## src/rtl/cache_refill_ctrl_if.sv

```systemverilog
// Cache/memory-facing bundle for cache_refill_ctrl: request, block-fill and word-wide memory beat signals.
// The slave modport is the refill controller's view; master is the cache/memory side.
interface cache_refill_ctrl_if #(
  parameter int DATA_WIDTH    = 32,
  parameter int ADDRESS_WIDTH = 30,
  parameter int BLOCK_SIZE    = 3
);
  localparam int JUST_DATA = DATA_WIDTH * (2 ** BLOCK_SIZE);

  logic                     req_valid;
  logic                     req_ready;
  logic                     req_we;
  logic [ADDRESS_WIDTH-1:0] req_addr;
  logic [DATA_WIDTH-1:0]    req_wdata;

  logic                     fill_valid;
  logic [JUST_DATA-1:0]     fill_block;
  logic [ADDRESS_WIDTH-1:0] fill_addr;
  logic                     wr_done;

  logic                     mem_req;
  logic                     mem_we;
  logic [ADDRESS_WIDTH-1:0] mem_addr;
  logic [DATA_WIDTH-1:0]    mem_wdata;
  logic                     mem_ack;
  logic [DATA_WIDTH-1:0]    mem_rdata;

  modport slave (
    input  req_valid, req_we, req_addr, req_wdata, mem_ack, mem_rdata,
    output req_ready, fill_valid, fill_block, fill_addr, wr_done,
           mem_req, mem_we, mem_addr, mem_wdata
  );

  modport master (
    output req_valid, req_we, req_addr, req_wdata, mem_ack, mem_rdata,
    input  req_ready, fill_valid, fill_block, fill_addr, wr_done,
           mem_req, mem_we, mem_addr, mem_wdata
  );
endinterface

```

## src/rtl/cache_refill_ctrl.sv

```systemverilog
// Refill controller: fetches a 2**BLOCK_SIZE-word block one memory beat at a time and returns it
// with a one-cycle fill strobe; also forwards single-word write-through stores.
module cache_refill_ctrl #(
  parameter int DATA_WIDTH    = 32,
  parameter int ADDRESS_WIDTH = 30,
  parameter int BLOCK_SIZE    = 3
) (
  input logic              clk,
  input logic              rst,
  cache_refill_ctrl_if.slave bus
);
  localparam int unsigned WORDS     = 2 ** BLOCK_SIZE;
  localparam int          JUST_DATA = DATA_WIDTH * (2 ** BLOCK_SIZE);

  typedef enum logic [1:0] {IDLE, READ, WRITE, DONE} state_t;

  state_t                   state_q, state_d;
  logic [BLOCK_SIZE-1:0]    beat_q, beat_d;
  logic [ADDRESS_WIDTH-1:0] base_q, base_d;
  logic [ADDRESS_WIDTH-1:0] mem_addr_q, mem_addr_d;
  logic [ADDRESS_WIDTH-1:0] fill_addr_q, fill_addr_d;
  logic [DATA_WIDTH-1:0]    mem_wdata_q, mem_wdata_d;
  logic [JUST_DATA-1:0]     fill_block_q, fill_block_d;
  logic                     req_ready_q, req_ready_d;
  logic                     fill_valid_q, fill_valid_d;
  logic                     wr_done_q, wr_done_d;
  logic                     mem_req_q, mem_req_d;
  logic                     mem_we_q, mem_we_d;

  always_comb begin
    state_d      = state_q;
    beat_d       = beat_q;
    base_d       = base_q;
    mem_addr_d   = mem_addr_q;
    fill_addr_d  = fill_addr_q;
    mem_wdata_d  = mem_wdata_q;
    fill_block_d = fill_block_q;
    mem_req_d    = mem_req_q;
    mem_we_d     = mem_we_q;
    fill_valid_d = 1'b0;
    wr_done_d    = 1'b0;

    case (state_q)
      IDLE: begin
        if (bus.req_valid) begin
          mem_req_d = 1'b1;
          if (bus.req_we) begin
            state_d     = WRITE;
            mem_we_d    = 1'b1;
            mem_addr_d  = bus.req_addr;
            mem_wdata_d = bus.req_wdata;
          end else begin
            state_d    = READ;
            mem_we_d   = 1'b0;
            beat_d     = '0;
            base_d     = {bus.req_addr[ADDRESS_WIDTH-1:BLOCK_SIZE], {BLOCK_SIZE{1'b0}}};
            mem_addr_d = {bus.req_addr[ADDRESS_WIDTH-1:BLOCK_SIZE], {BLOCK_SIZE{1'b0}}};
          end
        end
      end
      READ: begin
        if (bus.mem_ack) begin
          for (int unsigned i = 0; i < WORDS; i++) begin
            if (beat_q == BLOCK_SIZE'(i)) begin
              fill_block_d[i*DATA_WIDTH +: DATA_WIDTH] = bus.mem_rdata;
            end
          end
          // beat wraps to zero on the last word; base is aligned so base+beat stays in the block
          beat_d = beat_q + 1'b1;
          if (beat_q == '1) begin
            state_d      = DONE;
            mem_req_d    = 1'b0;
            fill_valid_d = 1'b1;
            fill_addr_d  = base_q;
          end else begin
            mem_addr_d = base_q + ADDRESS_WIDTH'(beat_d);
          end
        end
      end
      WRITE: begin
        if (bus.mem_ack) begin
          state_d   = DONE;
          mem_req_d = 1'b0;
          mem_we_d  = 1'b0;
          wr_done_d = 1'b1;
        end
      end
      DONE:    state_d = IDLE;
      default: state_d = IDLE;
    endcase

    req_ready_d = (state_d == IDLE);
  end

  always_ff @(posedge clk) begin
    if (rst) begin
      state_q      <= IDLE;
      beat_q       <= '0;
      base_q       <= '0;
      mem_addr_q   <= '0;
      fill_addr_q  <= '0;
      mem_wdata_q  <= '0;
      fill_block_q <= '0;
      req_ready_q  <= 1'b1;
      fill_valid_q <= 1'b0;
      wr_done_q    <= 1'b0;
      mem_req_q    <= 1'b0;
      mem_we_q     <= 1'b0;
    end else begin
      state_q      <= state_d;
      beat_q       <= beat_d;
      base_q       <= base_d;
      mem_addr_q   <= mem_addr_d;
      fill_addr_q  <= fill_addr_d;
      mem_wdata_q  <= mem_wdata_d;
      fill_block_q <= fill_block_d;
      req_ready_q  <= req_ready_d;
      fill_valid_q <= fill_valid_d;
      wr_done_q    <= wr_done_d;
      mem_req_q    <= mem_req_d;
      mem_we_q     <= mem_we_d;
    end
  end

  assign bus.req_ready  = req_ready_q;
  assign bus.fill_valid = fill_valid_q;
  assign bus.fill_block = fill_block_q;
  assign bus.fill_addr  = fill_addr_q;
  assign bus.wr_done    = wr_done_q;
  assign bus.mem_req    = mem_req_q;
  assign bus.mem_we     = mem_we_q;
  assign bus.mem_addr   = mem_addr_q;
  assign bus.mem_wdata  = mem_wdata_q;
endmodule

```

## src/flat_wrapper.sv

```systemverilog
// flat-port wrapper written by rule: the top's interface ports become plain ports
module cache_refill_ctrl_flat 
#(
  parameter int DATA_WIDTH    = 32,
  parameter int ADDRESS_WIDTH = 30,
  parameter int BLOCK_SIZE    = 3
)
  (clk, rst, bus_req_valid, bus_req_we, bus_req_addr, bus_req_wdata, bus_mem_ack, bus_mem_rdata, bus_req_ready, bus_fill_valid, bus_fill_block, bus_fill_addr, bus_wr_done, bus_mem_req, bus_mem_we, bus_mem_addr, bus_mem_wdata);
  cache_refill_ctrl_if #(.DATA_WIDTH(DATA_WIDTH), .ADDRESS_WIDTH(ADDRESS_WIDTH), .BLOCK_SIZE(BLOCK_SIZE)) bus_i ();
  input logic clk;
  input logic rst;
  input wire logic [$bits(bus_i.req_valid)-1:0] bus_req_valid;
  input wire logic [$bits(bus_i.req_we)-1:0] bus_req_we;
  input wire logic [$bits(bus_i.req_addr)-1:0] bus_req_addr;
  input wire logic [$bits(bus_i.req_wdata)-1:0] bus_req_wdata;
  input wire logic [$bits(bus_i.mem_ack)-1:0] bus_mem_ack;
  input wire logic [$bits(bus_i.mem_rdata)-1:0] bus_mem_rdata;
  output wire logic [$bits(bus_i.req_ready)-1:0] bus_req_ready;
  output wire logic [$bits(bus_i.fill_valid)-1:0] bus_fill_valid;
  output wire logic [$bits(bus_i.fill_block)-1:0] bus_fill_block;
  output wire logic [$bits(bus_i.fill_addr)-1:0] bus_fill_addr;
  output wire logic [$bits(bus_i.wr_done)-1:0] bus_wr_done;
  output wire logic [$bits(bus_i.mem_req)-1:0] bus_mem_req;
  output wire logic [$bits(bus_i.mem_we)-1:0] bus_mem_we;
  output wire logic [$bits(bus_i.mem_addr)-1:0] bus_mem_addr;
  output wire logic [$bits(bus_i.mem_wdata)-1:0] bus_mem_wdata;
  assign bus_i.req_valid = bus_req_valid;
  assign bus_i.req_we = bus_req_we;
  assign bus_i.req_addr = bus_req_addr;
  assign bus_i.req_wdata = bus_req_wdata;
  assign bus_i.mem_ack = bus_mem_ack;
  assign bus_i.mem_rdata = bus_mem_rdata;
  assign bus_req_ready = bus_i.req_ready;
  assign bus_fill_valid = bus_i.fill_valid;
  assign bus_fill_block = bus_i.fill_block;
  assign bus_fill_addr = bus_i.fill_addr;
  assign bus_wr_done = bus_i.wr_done;
  assign bus_mem_req = bus_i.mem_req;
  assign bus_mem_we = bus_i.mem_we;
  assign bus_mem_addr = bus_i.mem_addr;
  assign bus_mem_wdata = bus_i.mem_wdata;
  cache_refill_ctrl #(.DATA_WIDTH(DATA_WIDTH), .ADDRESS_WIDTH(ADDRESS_WIDTH), .BLOCK_SIZE(BLOCK_SIZE)) u_core (.clk(clk), .rst(rst), .bus(bus_i));
endmodule
```

## config.mk

```make
export PLATFORM = sky130hd
export DESIGN_NAME = cache_refill_ctrl_flat
export DESIGN_NICKNAME = d
export VERILOG_FILES = /design/src/rtl/cache_refill_ctrl_if.sv /design/src/rtl/cache_refill_ctrl.sv /design/src/flat_wrapper.sv
export SDC_FILE = /design/constraint.sdc
export NUM_CORES = 1
export LEC_CHECK = 0
export ABC_AREA = 1
export CAP_MARGIN = 20
export CORE_ASPECT_RATIO = 1.2
export CORE_MARGIN = 1
export CORE_UTILIZATION = 30
export CTS_CLUSTER_DIAMETER = 80
export DETAILED_ROUTE_END_ITERATION = 7
export GPL_ROUTABILITY_DRIVEN = 0
export MAX_ROUTING_LAYER = met4
export PLACE_DENSITY = 0.63
export SKIP_LAST_GASP = 1
export SYNTH_ARGS = -nofsm -noshare
export SYNTH_HDL_FRONTEND = slang
export SYNTH_SLANG_ARGS = --single-unit
```

## constraint.sdc

```tcl
create_clock -name clk -period 2.1 [get_ports clk]
set_input_delay 0.42 -clock clk [delete_from_list [all_inputs] [get_ports clk]]
set_output_delay 0.42 -clock clk [all_outputs]
set_load 0.01 [all_outputs]
```

## After elaboration in Yosys (flattened, before gate mapping)

Cells that the tools add are included.

- Bitwise operators: 4
- Mux-type cells: 25
- $lt $le $gt $ge: 0
- Shift-type cells: 0
- $mul: 0
- Equal/unequal tests: 16
- Reduce and logical (&&, ||, !) cells: 22
- $add $sub $neg: 2
- Div/mod/pow operators: 0

Operators by type and width:

| kind | number |
|---|---|
| $mux 30 | 3 |
| $pmux 30 s2 | 1 |
| $reduce_and 3->1 | 11 |
| $add 30x3->30 | 1 |
| $eq 3x3->1 const B | 4 |
| $mux 3 | 4 |
| $mux 2 | 5 |
| $ne 2x2->1 const B | 5 |
| $mux 1 | 8 |
| $pmux 2 s4 | 1 |
| $reduce_and 4->1 | 2 |
| $eq 3x2->1 const B | 2 |
| $pmux 3 s2 | 1 |
| $reduce_and 5->1 | 1 |
| $eq 2x2->1 const B | 2 |
| $logic_not 2->1 | 2 |
| $not 1->1 | 4 |
| $reduce_bool 2->1 | 2 |
| $add 3x1->3 const B | 1 |
| $eq 3x1->1 const B | 1 |
| $logic_not 3->1 | 1 |
| $pmux 1 s3 | 1 |
| $reduce_bool 3->1 | 1 |
| $reduce_or 3->1 | 1 |
| other kinds (4) | 4 |

- Logic and storage cells: 88
- Latch bits: 0
- Register bits: 382
- Output and inout port bits: 353
- ROM bits: 0
- Memories: 0
- Input port bits: 99
- Bits in writable memories: 0

## Depth between registers and ports, before layout

- Word-level depth: 5
- Gate-level depth with buffers: 11
- Depth with buffers taken out: 9

## Least setup slack after synthesis

OpenSTA, ideal clock, no wires.

- Path type: register to register
- From: reg u_core.state_q[1]
- To: reg u_core.mem_addr_q[1], in the netlist u_core.bus.mem_addr[1]
- Cell stages (with the launch flop): 11
- Period minus slack after synthesis: 1575 ps
- Arrival time: 1462 ps
- Data required time: 1987 ps
- Buffers on the path: 2
- Path slack: 525 ps
- Cell sequence: dfxtp_1 > inv_1 > ha_1 > buf_4 > nand2_1 > o21ai_1 > nor2_4 > buf_2 > nand2_1 > nand2_1 > nor2_1

- Longest elaborated chain between the ends: 3
- Elaborated cells on any way between the ends: 8
- Classes of those cells: 4 x eq/ne; 1 x mux; 3 x reduce/logical

Ends and longest elaborated chain:

| element | RTL line | text |
|---|---|---|
| start, declared | cache_refill_ctrl.sv:17 | `state_t state_q, state_d;` |
| start signal, assigned | cache_refill_ctrl.sv:110 | `state_q <= state_d;` |
| $eq 2x1->1 or $logic_not 2->1 (tied branches) | cache_refill_ctrl.sv:43 | `case (state_q)` |
| $ne 2x2->1 (no source line) or $reduce_bool 2->1 (tied branches) | -- |  |
| $reduce_and 4->1 (no source line) | -- |  |
| end signal, assigned | cache_refill_ctrl.sv:113 | `mem_addr_q <= mem_addr_d;` |
| end, declared | cache_refill_ctrl.sv:20 | `logic [ADDRESS_WIDTH-1:0] mem_addr_q, mem_addr_d;` |

Parallel ways exist; a longest one is shown, timed or not.
A chain may end at the register's enable or synchronous reset.

## Worst setup path after layout

- From: reg u_core.fill_block_q[254], in the netlist u_core.bus.fill_block[254]
- To: out bus_fill_block[254]

RTL lines:

| element | RTL line | text |
|---|---|---|
| start, declared | cache_refill_ctrl.sv:23 | `logic [JUST_DATA-1:0] fill_block_q, fill_block_d;` |
| start signal, assigned | cache_refill_ctrl.sv:116 | `fill_block_q <= fill_block_d;` |
| end, declared | flat_wrapper.sv:20 | `output wire logic [$bits(bus_i.fill_block)-1:0] bus_fill_block;` |

No word-level cell between the ends.

==> summary.md <==
| Metric | Value |
|---|---|
| Status | complete, no violations |
| CP max FO | 2 |
| Clk sinks | 382 |
| Die area | 47700 um^2 |
| Clock slew at reported path FFs | 0.06 ns |
| Commonest non-fill, non-tap cell in the layout | nor2_1 |
| Setup tns final | 0 ns |
| Drt initial violations | 492 |
| TritonRoute pass-1 iters | 5 |
| Fmax | 500 MHz |
| Via count | 13351 |
| Post-Route WL | 49700 um |
| Final slew viol count | 0 |
| Initial Util | 30.5% |
| Core box area | 46100 um^2 |
| Via density | 4.62 |
| Register Area | 7650 um^2 |
| CTS max path bufs | 3 |
| Clock Latency Late Sink | 0.58 ns |
| Detail Placement HPWL | 34500 um |
| Layout fillers | 4635 |
| Post-synth EDFFs | 0 |
| Async set or reset register ratio after synthesis | 0% |
| Slowest-stage cell, CP | clkdlybuf4s50_1 |
| Share of cells above drive strength 1 | 6.17% |
| Area Overhead vs Synth | 47.2% |
| DRC | 0 |
| Worst-margin pin slew | 0.762 ns |
| Final-stage net count | 2348 |
| Crit Path Category | reg -> out |
| Worst Path Buf+Inv | 1 |
| CTS buffer count | 42 |
| Row count | 86 |
| Vias in the first global route | 12704 |
| TritonCTS clock tree | done |
| Non-Filler Instances | 2887 |
| Antenna viol nets, final | 0 |
| Cell area after synthesis | 14100 um^2 |
| Area occupied by multi-input gates | 5530 um^2 |
| Die Y-Extent | 239 um |
| # IOs | 452 |
| Cts hold-fix bufs | 0 |
| Largest net degree at the start of global routing | 68 |
| Post-CTS Setup Bufs | 0 |
| Root buf cell | clkbuf_16 |
| H-tree depth | 2 |
| Slew margin rel. | 49.2% |
| Crit-path leading delay family | buffers and inverters |
| First-pass GRT wire length | 73600 um |
| Cell variety after synth | 24 |
| Commonest cells after routing, fill and taps aside | 611 x nor2_1, 447 x clkdlybuf4s50_1, 382 x dfxtp_1 |
| Synthesis warning total | 0 |
| Die Wd | 200 um |
| Clk_skew | 0.0177 ns |
| Main synth FF type | dfxtp_1 |
| Dpl cells | 2810 |
| IO Port Bufs | 448 |
| Worst vdd ir | 0.627 mV |
| WP data required | 1.68 ns |
| WL/cell | 17.2 um |
| Pwr Density | 932 nW/um^2 |
| CP Cell Sequence | clkdlybuf4s50_1 |
| Largest stage delay, worst path | 0.69 ns |
| Synthesized instance count | 1826 |
| LEAKAGE | 0.00792 uW |
| Post_cts resized | 0 |
| Min Clock Period, post-route | 2.00 ns |
| Antenna violations before repair | 2 |
| Setup Viol. Count Final | 0 |
| Worst Hold Class | in -> reg |
| Crit share post-route | 95.3% |
| Register bit count reported by yosys | 382 |
| Remaining Overflow, GRT | 0 |
| Max-Cap Viols | 0 |
| RSZ-0062 raised after global routing | no |
| Sequential area share after synthesis | 54.4% |
| Critical Path AT | 1.58 ns |
| Total GRT Usage | 20.8% |
| Critical Path Source Type | flop |
| Final hold violations | 0 |
| Avg Synthesized Cell Area | 7.70 um^2 |
| Crit. End Element | output port |
-- path summary, 6_finish.rpt --
kind / end / start / cells after the start / slack, ns
worst min-delay path: u_core.bus.mem_req / rst / 4 / 0.32
worst min register to register: u_core.bus.mem_wdata[18] / u_core.bus.mem_wdata[18] / 2 / 0.46
worst max-delay path: bus_fill_block[254] / u_core.bus.fill_block[254] / 1 / 0.1
worst max register to register: u_core.bus.fill_block[71] / u_core.state_q[1] / 9 / 0.18
-- report_power, final --
group          leakage, uW  internal [uW]  total (uW)  switching, uW
Sequential         0.00309           7780        8090            315
Combinational      0.00413           1590        3560           1970
Clock             0.000700           4540        7630           3090
-- metal layers --
| layer | vias up | track usage, % | part of all wire [%] |
|---|---|---|---|
| li1 | 6668 | - | - |
| met1 | 6127 | 23.4 | 41 |
| met2 | 461 | 34.9 | 48 |
| met3 | 95 | 5.04 | 7.3 |
| met4 | 0 | 8.47 | 3.8 |
| met5 | - | - | 0 |
-- Yosys cell counts (7+ instances only) --
library cell	number	area, um^2
a21oi_1	122	611
buf_2	37	185
buf_4	7	52.6
buf_6	16	180
clkbuf_1	59	221
clkbuf_2	13	65.1
dfxtp_1	382	7650
ha_1	11	138
inv_1	43	161
nand2_1	154	578
nand3_1	69	345
nor2_1	611	2290
o21ai_0	270	1350
o21ai_1	10	50.1
-- area by class of cell --
cell class	instances	area share [%]
Timing Repair Buffer	498	24.7
Antenna cell	2	0.0242
Sequential cell	382	37.0
Multi-Input combinational cell	1262	26.7
Tap cell	616	3.72
Clock inverter	19	1.26
Clock buffer	56	5.62
Inverter	52	0.991
-- tightest hold or removal path: stages --
cell     delay, ns
buf_2         0.14
inv_8         0.14
nand2_1       0.11
nor2_1        0.03
-- flip-flops by register name (all words and copies together), names as in the netlist, 2 cells and up --
signal                 cells
u_core.bus.fill_block    256
u_core.bus.mem_addr       30
u_core.base_q             27
u_core.beat_q              3
u_core.bus.fill_addr      27
u_core.bus.mem_wdata      32
u_core.state_q             2
-- through the flow --
stage               setup WS, ns  hold WS, ns  util, %  area [um^2]  power (uW)
global route              0.0138        0.333     44.9        20700       20200
CTS                       0.0287        0.300     44.9        20700       19500
global placement          0.0884        0.447     41.8        19300       11800
detailed placement        0.0242        0.453     41.8        19300       11800
finish                    0.0985        0.318     44.9        20700       19300
floorplan                  0.525        0.473        -        14100       10100
-- cell families after synthesis --
group                    count (synthesis)  share of synthesized area, %
AO/OA/AOI/OAI                          403                          14.4
flip-flops                             382                          54.4
buffers and inverters                  184                          6.42
AND/OR/NAND/NOR                        845                          23.8
adder cells (fa/ha/maj)                 11                         0.979
other                                    1                        0.0267
Note: power is estimated with default switching activity, not from simulation.
